`config.mk`:
```
export PLATFORM = sky130hd
export DESIGN_NAME = cc_poscomparator_multi
export DESIGN_NICKNAME = d
export VERILOG_FILES = /design/src/rtl/cc_poscomp_pkg.sv /design/src/rtl/cc_poscomp_channel.sv /design/src/rtl/cc_poscomparator_multi.sv
export SDC_FILE = /design/constraint.sdc
export NUM_CORES = 1
export LEC_CHECK = 0
export ABC_AREA = 1
export BUFFER_PORTS_ARGS = -buffer_cell sky130_fd_sc_hd__buf_2
export CORE_ASPECT_RATIO = 0.9
export CORE_UTILIZATION = 25
export DETAILED_ROUTE_END_ITERATION = 12
export PLACE_DENSITY = 0.61
export SYNTH_ARGS = -nofsm -noshare
export SYNTH_HDL_FRONTEND = slang
export SYNTH_SLANG_ARGS = --single-unit
```
`constraint.sdc`:
```
create_clock -name CC_POSCOMP_CLOCK_50 -period 0.8 [get_ports CC_POSCOMP_CLOCK_50]
set_clock_uncertainty 0.05 [all_clocks]
set_input_delay 0.16 -clock CC_POSCOMP_CLOCK_50 [delete_from_list [all_inputs] [get_ports CC_POSCOMP_CLOCK_50]]
set_output_delay 0.16 -clock CC_POSCOMP_CLOCK_50 [all_outputs]
set_load 0.005 [all_outputs]
```
`src/rtl/cc_poscomp_pkg.sv`:
```
// cc_poscomp_pkg: shared channel state encoding and compare-mode constants.
package cc_poscomp_pkg;
  typedef enum logic [1:0] {
    NO_HIT   = 2'b00,
    HIT_NEW  = 2'b01,
    HIT_HELD = 2'b10
  } state_e;
  localparam int CMP_EXACT   = 0;
  localparam int CMP_OVERLAP = 1;
endpackage

```
`src/rtl/cc_poscomp_channel.sv`:
```
// cc_poscomp_channel: one player's match, collision FSM and optional saturating hit counter.
// The counter exists only when POSCOMP_HITCOUNT_EN is defined.
module cc_poscomp_channel
  import cc_poscomp_pkg::*;
#(
  parameter int DATAWIDTH    = 8,
  parameter int CNT_WIDTH    = 4,
  parameter int COMPARE_MODE = CMP_EXACT
) (
  input  logic                 clk_i,
  input  logic                 rst_ni,
  input  logic [DATAWIDTH-1:0] fila_i,
  input  logic [DATAWIDTH-1:0] pos_i,
  input  logic                 sample_i,
  input  logic                 clear_i,
  output logic                 hit_o,
  output logic                 event_o
`ifdef POSCOMP_HITCOUNT_EN
  ,
  output logic [CNT_WIDTH-1:0] count_o
`endif
);
  state_e state_q, state_d;
  logic   event_q, event_d, match;
  // An all-zero position means the player is absent and can never collide.
  assign match = (|pos_i) && (COMPARE_MODE == CMP_OVERLAP ? |(pos_i & fila_i) : pos_i == fila_i);
  always_comb begin
    state_d = state_q;
    event_d = 1'b0;
    if (clear_i) state_d = NO_HIT;
    else if (sample_i) begin
      state_d = !match ? NO_HIT : (state_q == NO_HIT ? HIT_NEW : HIT_HELD);
      event_d = match && state_q == NO_HIT;
    end
  end
  always_ff @(posedge clk_i) begin
    if (!rst_ni) begin
      state_q <= NO_HIT;
      event_q <= 1'b0;
    end else begin
      state_q <= state_d;
      event_q <= event_d;
    end
  end
  assign hit_o   = state_q != NO_HIT;
  assign event_o = event_q;
`ifdef POSCOMP_HITCOUNT_EN
  logic [CNT_WIDTH-1:0] count_q, count_d;
  assign count_d = (event_d && count_q != '1) ? count_q + 1'b1 : count_q;
  always_ff @(posedge clk_i) begin
    if (!rst_ni || clear_i) count_q <= '0;
    else count_q <= count_d;
  end
  assign count_o = count_q;
`endif
endmodule

```
`src/rtl/cc_poscomparator_multi.sv`:
```
// cc_poscomparator_multi: per-player obstacle-row collision detector with sample strobe and clear.
// Define POSCOMP_HITCOUNT_EN to add the per-player saturating hit counters and count port.
module cc_poscomparator_multi
  import cc_poscomp_pkg::*;
#(
  parameter int DATAWIDTH    = 8,
  parameter int NUM_PLAYERS  = 2,
  parameter int CNT_WIDTH    = 4,
  parameter int COMPARE_MODE = CMP_EXACT
) (
  input  logic                             CC_POSCOMP_CLOCK_50,
  input  logic                             CC_POSCOMP_RESET_InLow,
  input  logic [DATAWIDTH-1:0]             CC_POSCOMP_fila_InBUS,
  input  logic [NUM_PLAYERS*DATAWIDTH-1:0] CC_POSCOMP_pos_InBUS,
  input  logic                             CC_POSCOMP_sample_In,
  input  logic                             CC_POSCOMP_clear_In,
  output logic [NUM_PLAYERS-1:0]           CC_POSCOMP_hit_OutBUS,
  output logic [NUM_PLAYERS-1:0]           CC_POSCOMP_event_OutBUS,
  output logic                             CC_POSCOMP_any_Out,
  output logic                             CC_POSCOMP_valid_Out
`ifdef POSCOMP_HITCOUNT_EN
  ,
  output logic [NUM_PLAYERS*CNT_WIDTH-1:0] CC_POSCOMP_count_OutBUS
`endif
);
  logic valid_q;
  if (NUM_PLAYERS < 1 || NUM_PLAYERS > 8 || CNT_WIDTH < 1) begin : g_bad_cfg
    $error("cc_poscomparator_multi: NUM_PLAYERS must be 1..8 and CNT_WIDTH >= 1");
  end
  for (genvar p = 0; p < NUM_PLAYERS; p++) begin : g_ch
    cc_poscomp_channel #(
      .DATAWIDTH(DATAWIDTH),
      .CNT_WIDTH(CNT_WIDTH),
      .COMPARE_MODE(COMPARE_MODE)
    ) u_ch (
      .clk_i(CC_POSCOMP_CLOCK_50),
      .rst_ni(CC_POSCOMP_RESET_InLow),
      .fila_i(CC_POSCOMP_fila_InBUS),
      .pos_i(CC_POSCOMP_pos_InBUS[p*DATAWIDTH +: DATAWIDTH]),
      .sample_i(CC_POSCOMP_sample_In),
      .clear_i(CC_POSCOMP_clear_In),
      .hit_o(CC_POSCOMP_hit_OutBUS[p]),
      .event_o(CC_POSCOMP_event_OutBUS[p])
`ifdef POSCOMP_HITCOUNT_EN
      ,
      .count_o(CC_POSCOMP_count_OutBUS[p*CNT_WIDTH +: CNT_WIDTH])
`endif
    );
  end
  // Hit bits come straight from state flops, so the OR updates on the same edge.
  assign CC_POSCOMP_any_Out = |CC_POSCOMP_hit_OutBUS;
  always_ff @(posedge CC_POSCOMP_CLOCK_50) begin
    valid_q <= CC_POSCOMP_RESET_InLow && CC_POSCOMP_sample_In && !CC_POSCOMP_clear_In;
  end
  assign CC_POSCOMP_valid_Out = valid_q;
endmodule

```
# Word level (Yosys, flattened, before mapping)
# Cells that the tools add are included.
dict set report word_totals {
  out_inout_bits 6
  input_bits 28
  register_bits 7
  word_cells 29
}
dict set report classes {
  n_mux 4
  n_eq_ne 2
  n_reduce_logical 16
  bitwise 2
}
# op count
set ops {}
lappend ops {{equality test 8 bit} 2}
lappend ops {{OR reduction 8 bit} 2}
lappend ops {{two-way mux 2 bit} 4}
lappend ops {{logical AND 1 bit} 6}
lappend ops {{logical NOT 2 bit} 2}
lappend ops {{nonzero test 2 bit} 2}
lappend ops {{OR reduction 2 bit} 2}
lappend ops {{OR reduction 3 bit} 1}
lappend ops {{NOT 1 bit} 2}
lappend ops {{logical NOT 1 bit} 1}

# Logic depth before layout (Yosys ltp)
# Gate-level depths: netlist (run 1).
dict set report logic_depth {
  depth_word 3
  ltp_mapped 7
  ltp_nobuf 7
}

# Modules after synthesis
# From an unflattened synthesis (run 1), not the netlist that was laid out.
dict set report hier_totals {
  cells_unflattened 110
  hier_area_um2 619.3
}
# module seq_area_each_um2 area_each_um2 cells_each instances
set by_module_without_submodules {}
lappend by_module_without_submodules {cc_poscomp_channel 60.1 292.8 53 2}
lappend by_module_without_submodules {cc_poscomparator_multi 20.0 33.8 4 1}

# Worst setup path before layout (run 1)
# No wires, ideal clock.
dict set report synth_timing {
  path_kind {register to output}
  start {reg g_ch[0].u_ch.state_q[0]}
  end {out CC_POSCOMP_hit_OutBUS[0]}
  path_stages_with_launch 4
  slack_ns -0.016
  path_buffers 1
  t_arrival_ns 0.606
  required_time_ns 0.590
  path_cell_list {dfxtp_1 > nor2_1 > inv_1 > buf_4}
}
dict set report synth_between {
  elab_chain_cells 1
}
# item line
set synth_rtl {}
lappend synth_rtl {{from (decl)} cc_poscomp_channel.sv:23} ;# state_e state_q, state_d;
lappend synth_rtl {{from (signal assigned)} cc_poscomp_channel.sv:41} ;# state_q <= state_d;
lappend synth_rtl {{nonzero test 2 bit} cc_poscomp_channel.sv:45} ;# assign hit_o = state_q != NO_HIT;
lappend synth_rtl {{to (decl)} cc_poscomparator_multi.sv:17} ;# output logic [NUM_PLAYERS-1:0] CC_POSCOMP_hit_OutBUS,
# Every way passes these cells.

# Worst setup path in the final report (run 1)
dict set report layout_timing {
  start {reg g_ch[0].u_ch.state_q[1]}
  end {out CC_POSCOMP_any_Out}
}
dict set report layout_between {
  elab_chain_cells 2
}
# item line
set layout_rtl {}
lappend layout_rtl {{nonzero test 2 bit} cc_poscomp_channel.sv:45}
lappend layout_rtl {{OR reduction 2 bit} cc_poscomparator_multi.sv:51} ;# assign CC_POSCOMP_any_Out = |CC_POSCOMP_hit_OutBUS;
lappend layout_rtl {{to (decl)} cc_poscomparator_multi.sv:19} ;# output logic CC_POSCOMP_any_Out,
# Every way passes these cells.

==> results of run 1 <==
[through the flow]
stage	cells	setup TNS (ns)
after floorplan	112	0
after global placement	171	-1.02
after detailed placement	171	-1.12
after CTS	179	-1.46
after global routing	180	-1.98
final	180	-1.56
[synth_stat cells]
master	count
xnor2_1	6
o21ai_0	2
dfxtp_1	7
nand2_1	43
inv_2	1
nand3_1	4
nor3_4	1
nand4_1	2
inv_1	21
a21oi_1	2
buf_4	4
o21ai_1	2
nor2_1	17
[power groups by stage]
stage               Clock (µW)  Sequential [µW]  Combinational (µW)
floorplan                    0              359                 119
global placement             0              359                 244
detailed placement           0              359                 248
CTS                        337              351                 249
global route               355              348                 294
finish                     328              348                 258
[how the worst max path moves through the flow]
stage | start | endpoint | slack, ns | depth (start not counted)
after global placement | CC_POSCOMP_fila_InBUS[0] | g_ch[1].u_ch.state_q[1] | -0.19 | 6
after detailed placement | CC_POSCOMP_fila_InBUS[2] | g_ch[1].u_ch.state_q[1] | -0.21 | 6
after global routing | g_ch[0].u_ch.state_q[1] | CC_POSCOMP_any_Out | -0.33 | 3
after CTS | g_ch[1].u_ch.state_q[0] | CC_POSCOMP_any_Out | -0.28 | 3
final | g_ch[0].u_ch.state_q[1] | CC_POSCOMP_any_Out | -0.29 | 3
after floorplan | g_ch[0].u_ch.state_q[1] | CC_POSCOMP_hit_OutBUS[0] | 0.009 | 3
[cell usage in the layout, fill, tap and decap left out]
master and count:
inv_1 20, nor2_2 1, dfxtp_1 3, clkbuf_4 3, nor2_1 14, nand4_1 2
nor3_4 1, buf_2 33, nand3_2 1, xnor2_2 1, buf_6 4, nor2_4 2
a21oi_1 2, dfxtp_2 3, o21ai_1 4, dfxtp_4 1, nand3_1 3, nand2_1 40
nand2_2 3, xnor2_1 5, buf_4 4, clkbuf_1 1, inv_2 2
[kinds of logic (layout without fill, tap and decap cells)]
logic type	after synthesis	count (layout)
DFF	7	7
AOI/OAI and AO/OA	6	6
buffers and inverters	26	67
and+or+nand+nor	67	67
xor gates and xnor gates	6	6
[layout make-up]
class                           count  area, µm²
Clock buffer                        4       26.3
Fill cell                         246       1320
Inverter                           22       82.6
Multi-Input combinational cell     79        394
Sequential cell                     7        148
Tap cell                           27       33.8
Timing Repair Buffer               41        240
[state kept, by name, indices dropped and copies added, names as in the netlist]
| register | cells |
|---|---|
| CC_POSCOMP_valid_Out | 1 |
| g_ch.u_ch.event_o | 2 |
| g_ch.u_ch.state_q | 4 |
[routing by layer]
layer  part of all wire  vias up
li1                   -      410
met5                  0        -
met4                  0        0
met3              0.040        0
met2               0.52       18
met1               0.44      316
[worst max-delay path, stage by stage, from the launching register on]
cell     delay (ns)
dfxtp_2        0.33
nor2_4         0.12
nand2_1        0.05
buf_2          0.12
[what timing repair did]
item | in CTS | in global routing
gates resized for setup | 8 | 12
setup endpoints to repair | 9 | 12
pin swaps | 4 | 7
buffers inserted | 4 | 1
==> summary.txt, run 1 <==
Clock tree
  • H-Tree Depth: 1
  • # clock sinks: 7
  • Bufs on Longest Clock Path: 2
  • Worst-Skew Late Latency: 0.25 ns
  • CTS tree: yes
  • Cts hold-fix bufs: 0
  • CTS root buf: clkbuf_4
  • CTS Buf Count: 3
  • Clk slew on worst S/H paths: 0.06 ns

Layout
  • Post-route cell area: 925 µm²
  • Fin util: 0.412
  • Layout Nets: 182
  • ANT cells: 0
  • Layout cells sized above 1: 0.386
  • Area delta synth->final: 51.7%

Placement
  • Port bufs: 33
  • Detail Placement HPWL: 1.23 mm
  • Cell Area, Placed: 806 µm²
  • Final Wtd Congestion: 0.760
  • Worst slack at placement: -0.207 ns

Hold path
  • Min-delay src: CC_POSCOMP_clear_In
  • Hold Path Stages: 2
  • Worst min-delay path class: in -> reg
  • Worst Hold Path EP: CC_POSCOMP_valid_Out

Synthesis
  • Share of Yosys cell area claimed by the top area cell type: 0.265
  • Post-Synth Adder-Cell Area: 0
  • Post-Syn Area: 609 µm²
  • Cell count after synthesis: 112
  • Synth Area in XOR/XNOR: 0.0862
  • Largest cells by area after synthesis: nand2_1 26%, dfxtp_1 23%, inv_1 13%, nor2_1 10%, xnor2_1 8.6%
  • Largest family of logic cells by synthesized area: simple AND/OR/NAND/NOR gates
  • Avg Inst Size Synth: 5.44 µm²
  • Synth Area in Simple Gates: 0.450
  • Ys Warns: 0
  • Distinct cell type count after synthesis: 13
  • Seq/Total Area, Yosys: 0.230
  • #FFs+latches synth: 7
  • Mapped Nets: 140
  • Post-synthesis mux area share: 0
  • Area fraction in compound gates after synthesis: 0.0493
  • Post-synth top area cell: nand2_1

Global routing
  • Met1 usage: 0.145
  • GR Layer Usage met2: 0.228
  • Global-route wire length before repair: 2.57 mm
  • Met3 usage: 0.0467
  • Largest net degree at the start of global routing: 6
  • Total congestion overflow: 0
  • GR peak layer: met2
  • Vias in the first global route: 686
  • Initial antenna violation count: 0
  • All-Layer GR Usage: 0.128

Critical path
  • R2R Path Start: g_ch[0].u_ch.state_q[1]
  • R2R Path End: g_ch[0].u_ch.state_q[0]
  • Worst Setup End Kind: output pin
  • FF-to-FF setup slack: -0.21 ns
  • Worst Path Required: 0.59 ns
  • R2r worst-path depth: 6
  • Critical Path AT: 0.88 ns
  • Crit path max fanout: 3
  • Critical Path Source Type: flip-flop
  • Setup CP Type: reg -> out

STA
  • Fin crit share: 1.36
  • Post-route minimum period: 1.09 ns
  • Worst-Margin Slew: 0.228 ns
  • Hold Vio Cnt, Final: 0
  • Post-route setup slack: -0.285 ns
  • Final setup vio count: 10
  • Max Fclk: 921 MHz
  • Worst-case hold slack: 0.0735 ns
  • Relative slew slack: 0.847
  • Max-slew violation count: 0
  • RSZ-0062 raised after global routing: true

Detailed routing
  • Via Count: 744
  • DRC: 0
  • Vias/cell: 4.13
  • Average wire per standard cell: 8.24 µm
  • Drt pass-1 iters: 2
  • Post-DRT Antenna Nets: 0
  • Final wirelength: 1.48 mm
  • Initial DRC count: 10

Power and ir drop
  • P_int: 661 µW
  • Tot Pwr: 933 µW
  • Logic gate share of total power: 0.276
  • Peak VDD IR: 687 µV
  • Clock share of power: 0.351
  • PD cells: 1010 nW/µm²
  • Leakage power: 0.000566 µW
  • Sw Pwr: 272 µW
  • Flop pwr share: 0.372
  • Sw Share: 0.291

Job
  • Max-Cap Viols: 0

Floorplan
  • CORE AREA: 2240 µm²
  • Site Rows: 16
  • Starting Density: 0.272
  • Die width: 54.0 µm
  • Die Y: 48.8 µm
  • Die area: 2640 µm²
  • Number of I/O pins: 34

Status
  • Status: finished with violations
  • Failing checks: negative setup slack
(Power assumes the default switching activity.)
==> run 2: changes to the inputs <==
--- a/config.mk
+++ b/config.mk
@@ -10,7 +10,7 @@
 export CORE_ASPECT_RATIO = 0.9
 export CORE_UTILIZATION = 25
 export DETAILED_ROUTE_END_ITERATION = 12
-export PLACE_DENSITY = 0.61
+export PLACE_DENSITY = 0.59
 export SYNTH_ARGS = -nofsm -noshare
 export SYNTH_HDL_FRONTEND = slang
 export SYNTH_SLANG_ARGS = --single-unit
==> constraint.sdc (replaced) <==
create_clock -name CC_POSCOMP_CLOCK_50 -period 1.2 [get_ports CC_POSCOMP_CLOCK_50]
set_clock_uncertainty 0.05 [all_clocks]
set_input_delay 0.24 -clock CC_POSCOMP_CLOCK_50 [delete_from_list [all_inputs] [get_ports CC_POSCOMP_CLOCK_50]]
set_output_delay 0.24 -clock CC_POSCOMP_CLOCK_50 [all_outputs]
set_load 0.005 [all_outputs]
==> summary.txt, run 2 (synthesis gave the netlist of run 1 again) <==
Floorplan
  • Die area: 2640 µm² (unchanged)
  • Site Rows: 16 (unchanged)
  • Number of I/O pins: 34 (unchanged)
  • Die Y: 48.8 µm (unchanged)
  • Starting Density: 0.272 (unchanged)
  • Die width: 54.0 µm (unchanged)
  • CORE AREA: 2240 µm² (unchanged)

Detailed routing
  • Average wire per standard cell: 8.33 µm (+1.1%)
  • Initial DRC count: 16 (+6)
  • Via Count: 721 (-3.1%)
  • Final wirelength: 1.43 mm (-3.4%)
  • Drt pass-1 iters: 4 (+2)
  • DRC: 0 (unchanged)
  • Post-DRT Antenna Nets: 0 (unchanged)
  • Vias/cell: 4.19 (+1.4%)

Clock tree
  • Worst-Skew Late Latency: 0.25 ns (about the same)
  • Setup bufs post-CTS: 0 (-4)
  • # clock sinks: 7 (unchanged)
  • Bufs on Longest Clock Path: 2 (unchanged)
  • Clk slew on worst S/H paths: 0.06 ns (about the same)
  • CTS tree: yes
  • CTS root buf: clkbuf_4
  • CTS Buf Count: 3 (unchanged)
  • Cts hold-fix bufs: 0 (unchanged)
  • H-Tree Depth: 1 (unchanged)

Power and ir drop
  • PD cells: 744 nW/µm² (-26%)
  • Peak VDD IR: 334 µV (-51%)
  • Leakage power: 0.000518 µW (-8.6%)

Placement
  • Port bufs: 33 (unchanged)
  • Final Wtd Congestion: 0.738 (-3.0%)
  • Cell count after placement: 168 (-1.8%)
  • Detail Placement HPWL: 1.27 mm (+3.1%)

STA
  • Worst-case hold slack: 0.147 ns (+0.0739 ns)
  • Relative slew slack: 0.828 (-0.0190)
  • Max-slew violation count: 0 (unchanged)
  • Hold Vio Cnt, Final: 0 (unchanged)
  • RSZ-0062 raised after global routing: true
  • Worst-Margin Slew: 0.257 ns (+0.0284 ns)
  • Post-route minimum period: 1.17 ns
  • Final setup vio count: 0 (-10)
  • Fin crit share: 0.976
  • Max Fclk: 853 MHz

Critical path
  • Crit path max fanout: 3 (unchanged)
  • Worst Setup End Kind: output pin
  • CP Buf/Inv Count: 1 (unchanged)
  • CP cell instances: nor2_4 -> nand2_1 -> buf_2
  • Crit. path cell count: 3 (unchanged)
  • FF-to-FF setup slack: 0.36 ns (+0.57 ns)
  • Setup CP Type: reg -> out
  • Slowest cell delay on critical path: 0.34 ns (about the same)
  • Worst Setup SP: g_ch[1].u_ch.state_q[0]
  • R2R Path End: g_ch[1].u_ch.state_q[1]
  • Critical Path AT: 0.88 ns (about the same)
  • R2r worst-path depth: 4 (-2)
  • Critical path capture point: CC_POSCOMP_any_Out
  • Worst Path Required: 0.91 ns (+0.32 ns)
  • CP max-delay cell: dfxtp_2
  • R2R Path Start: g_ch[1].u_ch.state_q[0]
  • CP top delay family: flip-flops
  • Critical Path Source Type: flip-flop

Layout
  • Layout Nets: 174 (-4.4%)
  • Area delta synth->final: 34.9%
  • Top register by number of flip-flops: g_ch.u_ch.state_q
  • Most frequent cells in the layout: 43 x nand2_1, 33 x buf_2, 21 x inv_1, 15 x nor2_1, 6 x xnor2_1
  • Layout cells sized above 1: 0.290 (-0.0960)
  • Post-route insts no fill: 172 (-4.4%)
  • Commonest non-fill, non-tap cell in the layout: nand2_1
  • Number of flip-flops under the largest register name: 4 (unchanged)
  • ANT cells: 0 (unchanged)

Global routing
  • Initial antenna violation count: 0 (unchanged)
  • Largest net degree at the start of global routing: 6 (unchanged)
  • Total congestion overflow: 0 (unchanged)
  • All-Layer GR Usage: 0.128 (about the same)
  • Vias in the first global route: 651 (-5.1%)
  • Global-route wire length before repair: 2.48 mm (-3.5%)

Hold path
  • Hold Path Stages: 2 (unchanged)
  • Worst min-delay path class: in -> reg

Status
  • Status: completed

Job
  • Max-Cap Viols: 0 (unchanged)
==> run 2: worst register-to-register path, delay by kind of cell (launching register included) <==
kind | cells | cell delay [ns]
AO/OA/AOI/OAI | 2 | 0.23
AND/OR/NAND/NOR | 1 | 0.07
buffers and inverters | 1 | 0.04
flip-flops | 1 | 0.34
==> run 2: worst min-delay path by stage <==
stage	startpoint	end	slack (ns)
2_1_floorplan	CC_POSCOMP_clear_In	CC_POSCOMP_valid_Out	0.27
3_3_place_gp	CC_POSCOMP_clear_In	CC_POSCOMP_valid_Out	0.41
3_5_place_dp	CC_POSCOMP_clear_In	CC_POSCOMP_valid_Out	0.41
4_1_cts	CC_POSCOMP_clear_In	CC_POSCOMP_valid_Out	0.14
5_1_grt	CC_POSCOMP_clear_In	CC_POSCOMP_valid_Out	0.15
6_report	CC_POSCOMP_clear_In	CC_POSCOMP_valid_Out	0.15
==> run 2: stage by stage <==
step / setup TNS, ns / instance area [µm²] / worst slack, ns / utilization / power [µW]
floorplan: 0 / 609 / 0.304 / - / 319
global placement: 0 / 778 / 0.134 / 0.347 / 394
detailed placement: 0 / 778 / 0.0992 / 0.347 / 397
CTS: 0 / 810 / 0.00931 / 0.361 / 615
global route: -0.0330 / 822 / -0.0257 / 0.367 / 657
finish: 0 / 822 / 0.0282 / 0.367 / 611
==> run 2: repair_timing <==
action                     in CTS  in global routing
setup endpoints to repair       3                  3
pin swaps                       0                  2
gates resized for setup         2                  4
==> run 2: where the power goes <==
part | switching (µW) | internal [µW] | leakage (µW)
clock network | 92.8 | 127 | 0.0000150
logic | 83.7 | 73.3 | 0.000445
registers | 0.251 | 234 | 0.0000575
total | 177 | 434 | 0.000518
==> run 2: area by class of cell <==
class / count / area [µm²]
fillers: 273 / 1420
multi-input cells: 79 / 372
repair buffers: 33 / 165
flip-flops and latches: 7 / 143
inverters: 22 / 82.6
well taps: 27 / 33.8
clock buffers: 4 / 26.3
==> run 2: routing by layer <==
metal | share of wire | vias to the layer above | track usage
met5 | 0 | - | 0
met4 | 0.0070 | 0 | 0.0641
met3 | 0.062 | 2 | 0.0187
met2 | 0.49 | 25 | 0.212
met1 | 0.44 | 302 | 0.155
li1 | - | 392 | -
